File: config.mk
export PLATFORM = sky130hd
export DESIGN_NAME = branch_eta
export DESIGN_NICKNAME = d
export VERILOG_FILES = /design/src/rtl/branch_eta.sv
export SDC_FILE = /design/constraint.sdc
export NUM_CORES = 1
export LEC_CHECK = 0
export BUFFER_PORTS_ARGS = -buffer_cell sky130_fd_sc_hd__clkbuf_2
export CORE_MARGIN = 2
export CORE_UTILIZATION = 45
export CTS_CLUSTER_SIZE = 30
export DETAILED_ROUTE_END_ITERATION = 16
export PLACE_DENSITY_LB_ADDON = 0.1
export SETUP_SLACK_MARGIN = 0.05
export SLEW_MARGIN = 25
export SYNTH_ARGS = -nofsm -noshare
export SYNTH_HDL_FRONTEND = slang
export SYNTH_SLANG_ARGS = --single-unit
File: constraint.sdc
create_clock -name clk -period 6 [get_ports clk]
set_clock_uncertainty 0.2 [all_clocks]
set_input_delay 1.8 -clock clk [delete_from_list [all_inputs] [get_ports clk]]
set_output_delay 1.8 -clock clk [all_outputs]
set_load 0.02 [all_outputs]
File: src/rtl/branch_eta.sv
// DEPTH-stage valid/ready branch pipeline with add/subtract feedback and P/Q output streams.
// Optional saturating stage-1 arithmetic is enabled by defining BRANCH_ETA_SAT_EN.
module branch_eta #(
  parameter int WIDTH = 16,
  parameter int DEPTH = 3,
  parameter int SHIFT = 3
) (
  input  logic             clk,
  input  logic             rst,
  input  logic             flush,
  input  logic             mode,
  input  logic             in_valid,
  output logic             in_ready,
  input  logic [WIDTH-1:0] in_data,
  output logic             out_valid,
  input  logic             out_ready,
  output logic [WIDTH-1:0] out_p,
  output logic [WIDTH-1:0] out_q
);

  logic [WIDTH-1:0] s_q [DEPTH];
  logic [WIDTH-1:0] s_d [DEPTH];
  logic [DEPTH-1:0] v_q;
  logic [DEPTH-1:0] v_d;

  logic             adv;
  logic [WIDTH-1:0] fb;
  logic [WIDTH-1:0] din;
  logic [WIDTH-1:0] arith;

  assign fb  = v_q[DEPTH-1] ? (s_q[DEPTH-1] >> SHIFT) : '0;
  assign adv = (!v_q[DEPTH-1] || out_ready) && !flush;
  assign din = in_valid ? in_data : '0;

`ifdef BRANCH_ETA_SAT_EN
  logic [WIDTH:0] sum_ext;
  logic           borrow;
  assign sum_ext = {1'b0, s_q[0]} + {1'b0, fb};
  assign borrow  = s_q[0] < fb;
  // Clamp on carry-out (add) or borrow (subtract) instead of wrapping.
  assign arith = mode ? (borrow ? '0 : s_q[0] - fb)
                      : (sum_ext[WIDTH] ? '1 : sum_ext[WIDTH-1:0]);
`else
  assign arith = mode ? s_q[0] - fb : s_q[0] + fb;
`endif

  // Global enable: every stage moves together, so bubbles are preserved.
  always_comb begin
    s_d = s_q;
    v_d = v_q;
    if (flush) begin
      for (int i = 0; i < DEPTH; i++) s_d[i] = '0;
      v_d = '0;
    end else if (adv) begin
      s_d[0] = din;
      v_d[0] = in_valid;
      s_d[1] = arith;
      v_d[1] = v_q[0];
      for (int k = 2; k <= DEPTH - 2; k++) begin
        s_d[k] = s_q[k-1];
        v_d[k] = v_q[k-1];
      end
      s_d[DEPTH-1] = s_q[DEPTH-2] ^ din;
      v_d[DEPTH-1] = v_q[DEPTH-2];
    end
  end

  always_ff @(posedge clk or posedge rst) begin
    if (rst) begin
      s_q <= '{default: '0};
      v_q <= '0;
    end else begin
      s_q <= s_d;
      v_q <= v_d;
    end
  end

  assign in_ready  = adv;
  assign out_valid = v_q[DEPTH-1];
  assign out_p     = s_q[DEPTH-2] | fb;
  assign out_q     = s_q[0] ^ s_q[DEPTH-1];

endmodule

# Yosys cells after proc, flatten, opt, wreduce, memory -nomap -nowiden
# Cells that the tools add are included.
totals:
  ramBits: 0
  inputBits: 22
  wordCells: 21
  latchBits: 0
  mem_bits_ro: 0
  mem_count: 0
  reg_bits: 51
classes:
  mux: 7
  reduce_logical: 5
  n_addsub: 2
  shifts: 0
  magnitude_cmp: 0
  bitwise_logic: 3
  n_eq_ne: 0
  mul: 0
  div_mod_pow: 0
ops:
  columns: ["operator", "count"]
  rows:
  - ["two-way mux 48 bit", 2]
  - ["two-way mux 16 bit", 2]
  - ["bitwise XOR 16 bit", 2]
  - ["adder 16 x 13 -> 16 bit", 1]
  - ["bitwise OR 16 x 13 -> 16 bit", 1]
  - ["subtractor 16 x 13 -> 16 bit", 1]
  - ["two-way mux 13 bit", 1]
  - ["two-way mux 3 bit", 2]
  - ["logical NOT 1 bit", 2]
  - ["nonzero test 2 bit", 1]
  - ["logical AND 1 bit", 1]
  - ["logical OR 1 bit", 1]

# Depth between registers and ports, before layout
logic_depth:
  word_depth: 5
  mapped_depth: 15
  ltp_nobuf: 14

# Worst setup path after synthesis
# Ideal clock, no wire load.
synth_path:
  path_kind: "input to register"
  startpoint: "in mode"
  endpoint: "reg s_q[30] (netlist bit)"
  t_arrival_ns: 4.180
  n_path_buf: 2
  required_time_ns: 5.678
  setup_ns: 0.122
  stages: 12
  setup_slack_ns: 1.498
  path_cell_list: "clkbuf_1 > clkbuf_1 > nor2_1 > xor2_1 > nand2_1 > ha_1 > a21o_1 > a31o_2 > o2111ai_1 > a21boi_0 > or3_1 > a32o_1"
synth_via:
  elab_chain_cells: 3
synth_lines:
  columns: ["item", "line_no", "text"]
  rows:
  - ["from (decl)", "11", "input logic mode,"]
  - ["two-way mux 16 bit", "44", "assign arith = mode ? s_q[0] - fb : s_q[0] + fb;"]
  - ["two-way mux 48 bit", "54", "end else if (adv) begin"]
  - ["two-way mux 48 bit", "51", "if (flush) begin"]
  - ["to (signal assigned)", "70", "s_q <= '{default: '0};"]
  - ["to (signal assigned)", "73", "s_q <= s_d;"]
  - ["to (decl)", "21", "logic [WIDTH-1:0] s_q [DEPTH];"]
# Every way passes these cells. The select of a mux whose other input is x is not followed.
# A chain may end at the register's enable or synchronous reset.

# Final worst setup path
layout_path:
  startpoint: "in out_ready"
  endpoint: "out in_ready"
layout_via:
  elab_chain_cells: 2
layout_lines:
  columns: ["item", "line_no", "text"]
  rows:
  - ["from (decl)", "16", "input logic out_ready,"]
  - ["logical OR 1 bit", "32", "assign adv = (!v_q[DEPTH-1] || out_ready) && !flush;"]
  - ["logical AND 1 bit", "32", null]
  - ["to (decl)", "13", "output logic in_ready,"]
# Every way passes these cells.

==> flow_metrics.py <==
metrics = {
    "run_status": {
        "run_status": "finished, final reports clean",
    },
    "sta": {
        "slew-limit-headroom": 0.408,
        "worst-slew-pin-transition_ns": 0.888,
        "period_share": 0.760,
        "hold_viol_final": 0,
        "setup_total_negative_slack_ns": 0,
        "grt_setup_unrepaired": "false",
        "drv_slew": 0,
        "fin_worst_hold_slack_ns": 0.304,
        "final-setup-viol-count": 0,
        "final_period_minus_worst_setup_slack_ns": 4.56,
        "fmaxAchievable_mhz": 219,
    },
    "clock_tree": {
        "clock_insertion_delay_at_the_later_pin_of_the_skew_report_ns": 0.31,
        "ctsResizeCount": 0,
        "clock-root-buffer": "sky130_fd_sc_hd__clkbuf_8",
        "htreeDepth": 2,
        "number_of_buffers_added_by_the_clock_tree_synthesis_step": 5,
        "clkSlewWorstSetupHoldPaths_ns": 0.09,
        "tritoncts_clock_tree": "done",
        "cts_post_setup_buffers_inserted": 0,
        "postCtsHoldBufs": 0,
        "clockBufferDepth": 2,
        "tritoncts_num_sinks": 51,
    },
    "floorplanning": {
        "fp.coreArea_um2": 7330,
        "start_util": 0.472,
        "die_area_um2": 8400,
        "rows": 31,
        "die_h_um": 91.7,
        "boundaryPins": 56,
        "die_w_um": 91.7,
    },
    "drt": {
        "route.vias.total": 2932,
        "route.antenna.remaining_nets": 0,
        "dr.pass1.iters": 5,
        "viasPerCell": 5.47,
        "first_iter_violations": 129,
        "post_drt_wl_per_cell_um": 15.6,
        "routed_wl_um": 8360,
        "drt_drc_violations_left": 0,
    },
    "placed_design": {
        "routabilityCongestion": 0.856,
        "dp_hpwl_um": 5990,
        "postPlaceCellArea_um2": 3770,
        "port_buffers": 55,
        "numPlacedInstances": 530,
    },
    "critical_path": {
        "cpMaxStageDelayCell": "sky130_fd_sc_hd__clkbuf_2",
        "max_stage_delay_ns": 0.21,
        "critical_path_buf_inv_count": 3,
        "ff2ff_path_depth": 12,
        "critPathCaptureType": "primary output",
        "worst_setup_path_start_kind": "input port",
        "critPathTopFamily": "buffers and inverters",
        "reg2reg_to": "s_q[29]",
        "worstReg2RegStart": "v_q[2]",
        "worstPathCellList": "clkbuf_2 -> nand2b_1 -> nand2b_1 -> inv_2 -> clkbuf_2",
        "r2r_slack_ns": 2.02,
        "wp_data_arrival_ns": 2.56,
        "path_max_fanout": 10,
        "critical_path_class": "input port to primary output",
        "worst_ep_required_time_ns": 4.00,
    },
    "global_routing": {
        "vias_in_the_first_global_route": 2847,
        "grt_usage": 0.209,
        "largest_net_degree_at_the_start_of_global_routing": 52,
        "global_route_congestion_overflow_total": 0,
        "antenna_violations_before_repair": 0,
        "grt_first_pass_wirelength_um": 14200,
    },
    "synthesis": {
        "seq_area_frac_synth": 0.369,
        "post_synth_instance_area_um2": 3460,
        "synth.lib_cells_used.distinct": 51,
        "synth_edf_count": 0,
        "syn-num-nets": 439,
        "total_number_of_yosys_warnings": 0,
        "ys_seq_elements": 51,
        "synthArstFlopShare": 1.00,
        "synthesis.instances": 400,
        "synth_area_per_cell_um2": 8.64,
        "ys_dominant_reg_cell": "sky130_fd_sc_hd__dfrtp_1",
    },
    "finish": {
        "layout.core_utilization": 0.524,
        "area_delta_synth_final_pct": 11.0,
        "final_design_area_no_fill_um2": 3840,
        "layout.cells.non_filler": 536,
        "multiInputGateArea_um2": 2010,
        "final_layout_size_suffix_gt1_frac": 0.167,
        "antenna_cells": 0,
        "nFillCells": 724,
        "regArea_um2": 1280,
        "final_nets": 477,
    },
    "pwr": {
        "power.static_leakage_nw": 1.89,
        "p_per_area_nw_per_um2": 249,
        "worst_case_vdd_ir_drop_mv": 0.0935,
    },
    "job": {
        "maxCapViolations": 0,
    },
    "hold_path": {
        "timing.hold.worst_path_depth": 2,
        "hold_path_end": "s_q[0]",
        "worst_hold_startpoint": "s_q[0]",
        "timing.hold.worst.class": "flip-flop to flip-flop",
    },
}
## layout by cell type, fill, tap and decap left out, types with 2 or more instances in the layout
cell	n
sky130_fd_sc_hd__a211oi_1	3
sky130_fd_sc_hd__a21boi_0	3
sky130_fd_sc_hd__a21o_1	14
sky130_fd_sc_hd__a21oi_1	11
sky130_fd_sc_hd__a22o_1	2
sky130_fd_sc_hd__a2bb2oi_1	2
sky130_fd_sc_hd__a31oi_1	3
sky130_fd_sc_hd__a32o_1	2
sky130_fd_sc_hd__and3_1	2
sky130_fd_sc_hd__clkbuf_2	55
sky130_fd_sc_hd__clkbuf_8	5
sky130_fd_sc_hd__dfrtp_1	51
sky130_fd_sc_hd__ha_1	16
sky130_fd_sc_hd__inv_1	9
sky130_fd_sc_hd__nand2_1	81
sky130_fd_sc_hd__nand2b_1	14
sky130_fd_sc_hd__nand3_1	4
sky130_fd_sc_hd__nand4_1	3
sky130_fd_sc_hd__nor2_1	19
sky130_fd_sc_hd__nor3_1	6
sky130_fd_sc_hd__nor4_4	2
sky130_fd_sc_hd__o21a_1	3
sky130_fd_sc_hd__o21ai_0	48
sky130_fd_sc_hd__o31ai_1	3
sky130_fd_sc_hd__or3_1	3
sky130_fd_sc_hd__xnor2_1	5
sky130_fd_sc_hd__xor2_1	43
## cells in the mapped netlist, drive strengths merged (6+ instances only)
cell | n | area share
nand2 | 81 | 0.088
o21ai | 48 | 0.069
ha | 16 | 0.058
xnor2 | 6 | 0.021
clkbuf | 17 | 0.018
inv | 11 | 0.012
buf | 9 | 0.021
dfrtp | 51 | 0.37
nor3 | 6 | 0.0087
nand2b | 14 | 0.025
nor2 | 20 | 0.022
a21oi | 11 | 0.016
a21o | 14 | 0.030
xor2 | 43 | 0.11
## layer usage
metal  wire (µm)  global-route usage  vias up
met3         353              0.0337        6
li1            -                   -     1438
met2        3880               0.346       65
met5           0                   0        -
met4          75              0.0455        0
met1        4060               0.289     1423
## state kept, by name (all words and copies together) (netlist names)
register,flops
s_q,48
v_q,3
## report_power, final
group          internal, W  switching [W]
sequential        0.000380      0.0000589
combinational     0.000136       0.000190
clock            0.0000783       0.000115
## through the flow
step	power (W)	worst slack, ns
after global routing	0.00102	1.40
after global placement	0.000765	1.44
after floorplan	0.000689	1.50
after detailed placement	0.000772	1.30
final	0.000958	1.44
after CTS	0.000963	1.43
## worst reg2reg max path, cell delays in order (launching register included)
cell,delay [ns]
sky130_fd_sc_hd__dfrtp_1,0.93
sky130_fd_sc_hd__nand2_1,0.25
sky130_fd_sc_hd__ha_1,0.33
sky130_fd_sc_hd__inv_1,0.03
sky130_fd_sc_hd__o21ai_0,0.28
sky130_fd_sc_hd__inv_1,0.08
sky130_fd_sc_hd__ha_1,0.27
sky130_fd_sc_hd__nor2b_1,0.14
sky130_fd_sc_hd__o31ai_1,0.30
sky130_fd_sc_hd__a31oi_1,0.19
sky130_fd_sc_hd__o221a_2,0.34
sky130_fd_sc_hd__nor4b_1,0.15
sky130_fd_sc_hd__or3_1,0.38
## final cells by class
cell class	count	share of cell area
multi-input combinational	312	0.524
sequential	51	0.332
timing repair buffer	57	0.0808
tap	99	0.0323
clock buffer	6	0.0189
inverter	11	0.0114
## worst max path at each step
stage,from,end,slack [ns],cells after the start
CTS,out_ready,in_ready,1.43,5
finish,out_ready,in_ready,1.44,5
floorplan,mode,s_q[30],1.50,12
global route,out_ready,in_ready,1.40,5
detailed placement,mode,s_q[30],1.30,11
global placement,mode,s_q[30],1.44,11
## cells by family (layout without fill, tap and decap cells)
family | count (synthesis) | in the layout | share of synthesized area
AO/OA/AOI/OAI | 102 | 102 | 0.189
adder cells (fa/ha/maj) | 17 | 17 | 0.0637
XOR/XNOR | 49 | 49 | 0.130
flip-flops | 51 | 51 | 0.369
buffers and inverters | 37 | 74 | 0.0510
multiplexers | 1 | 1 | 0.00326
AND/OR/NAND/NOR | 143 | 143 | 0.195
(Power assumes the default switching activity.)
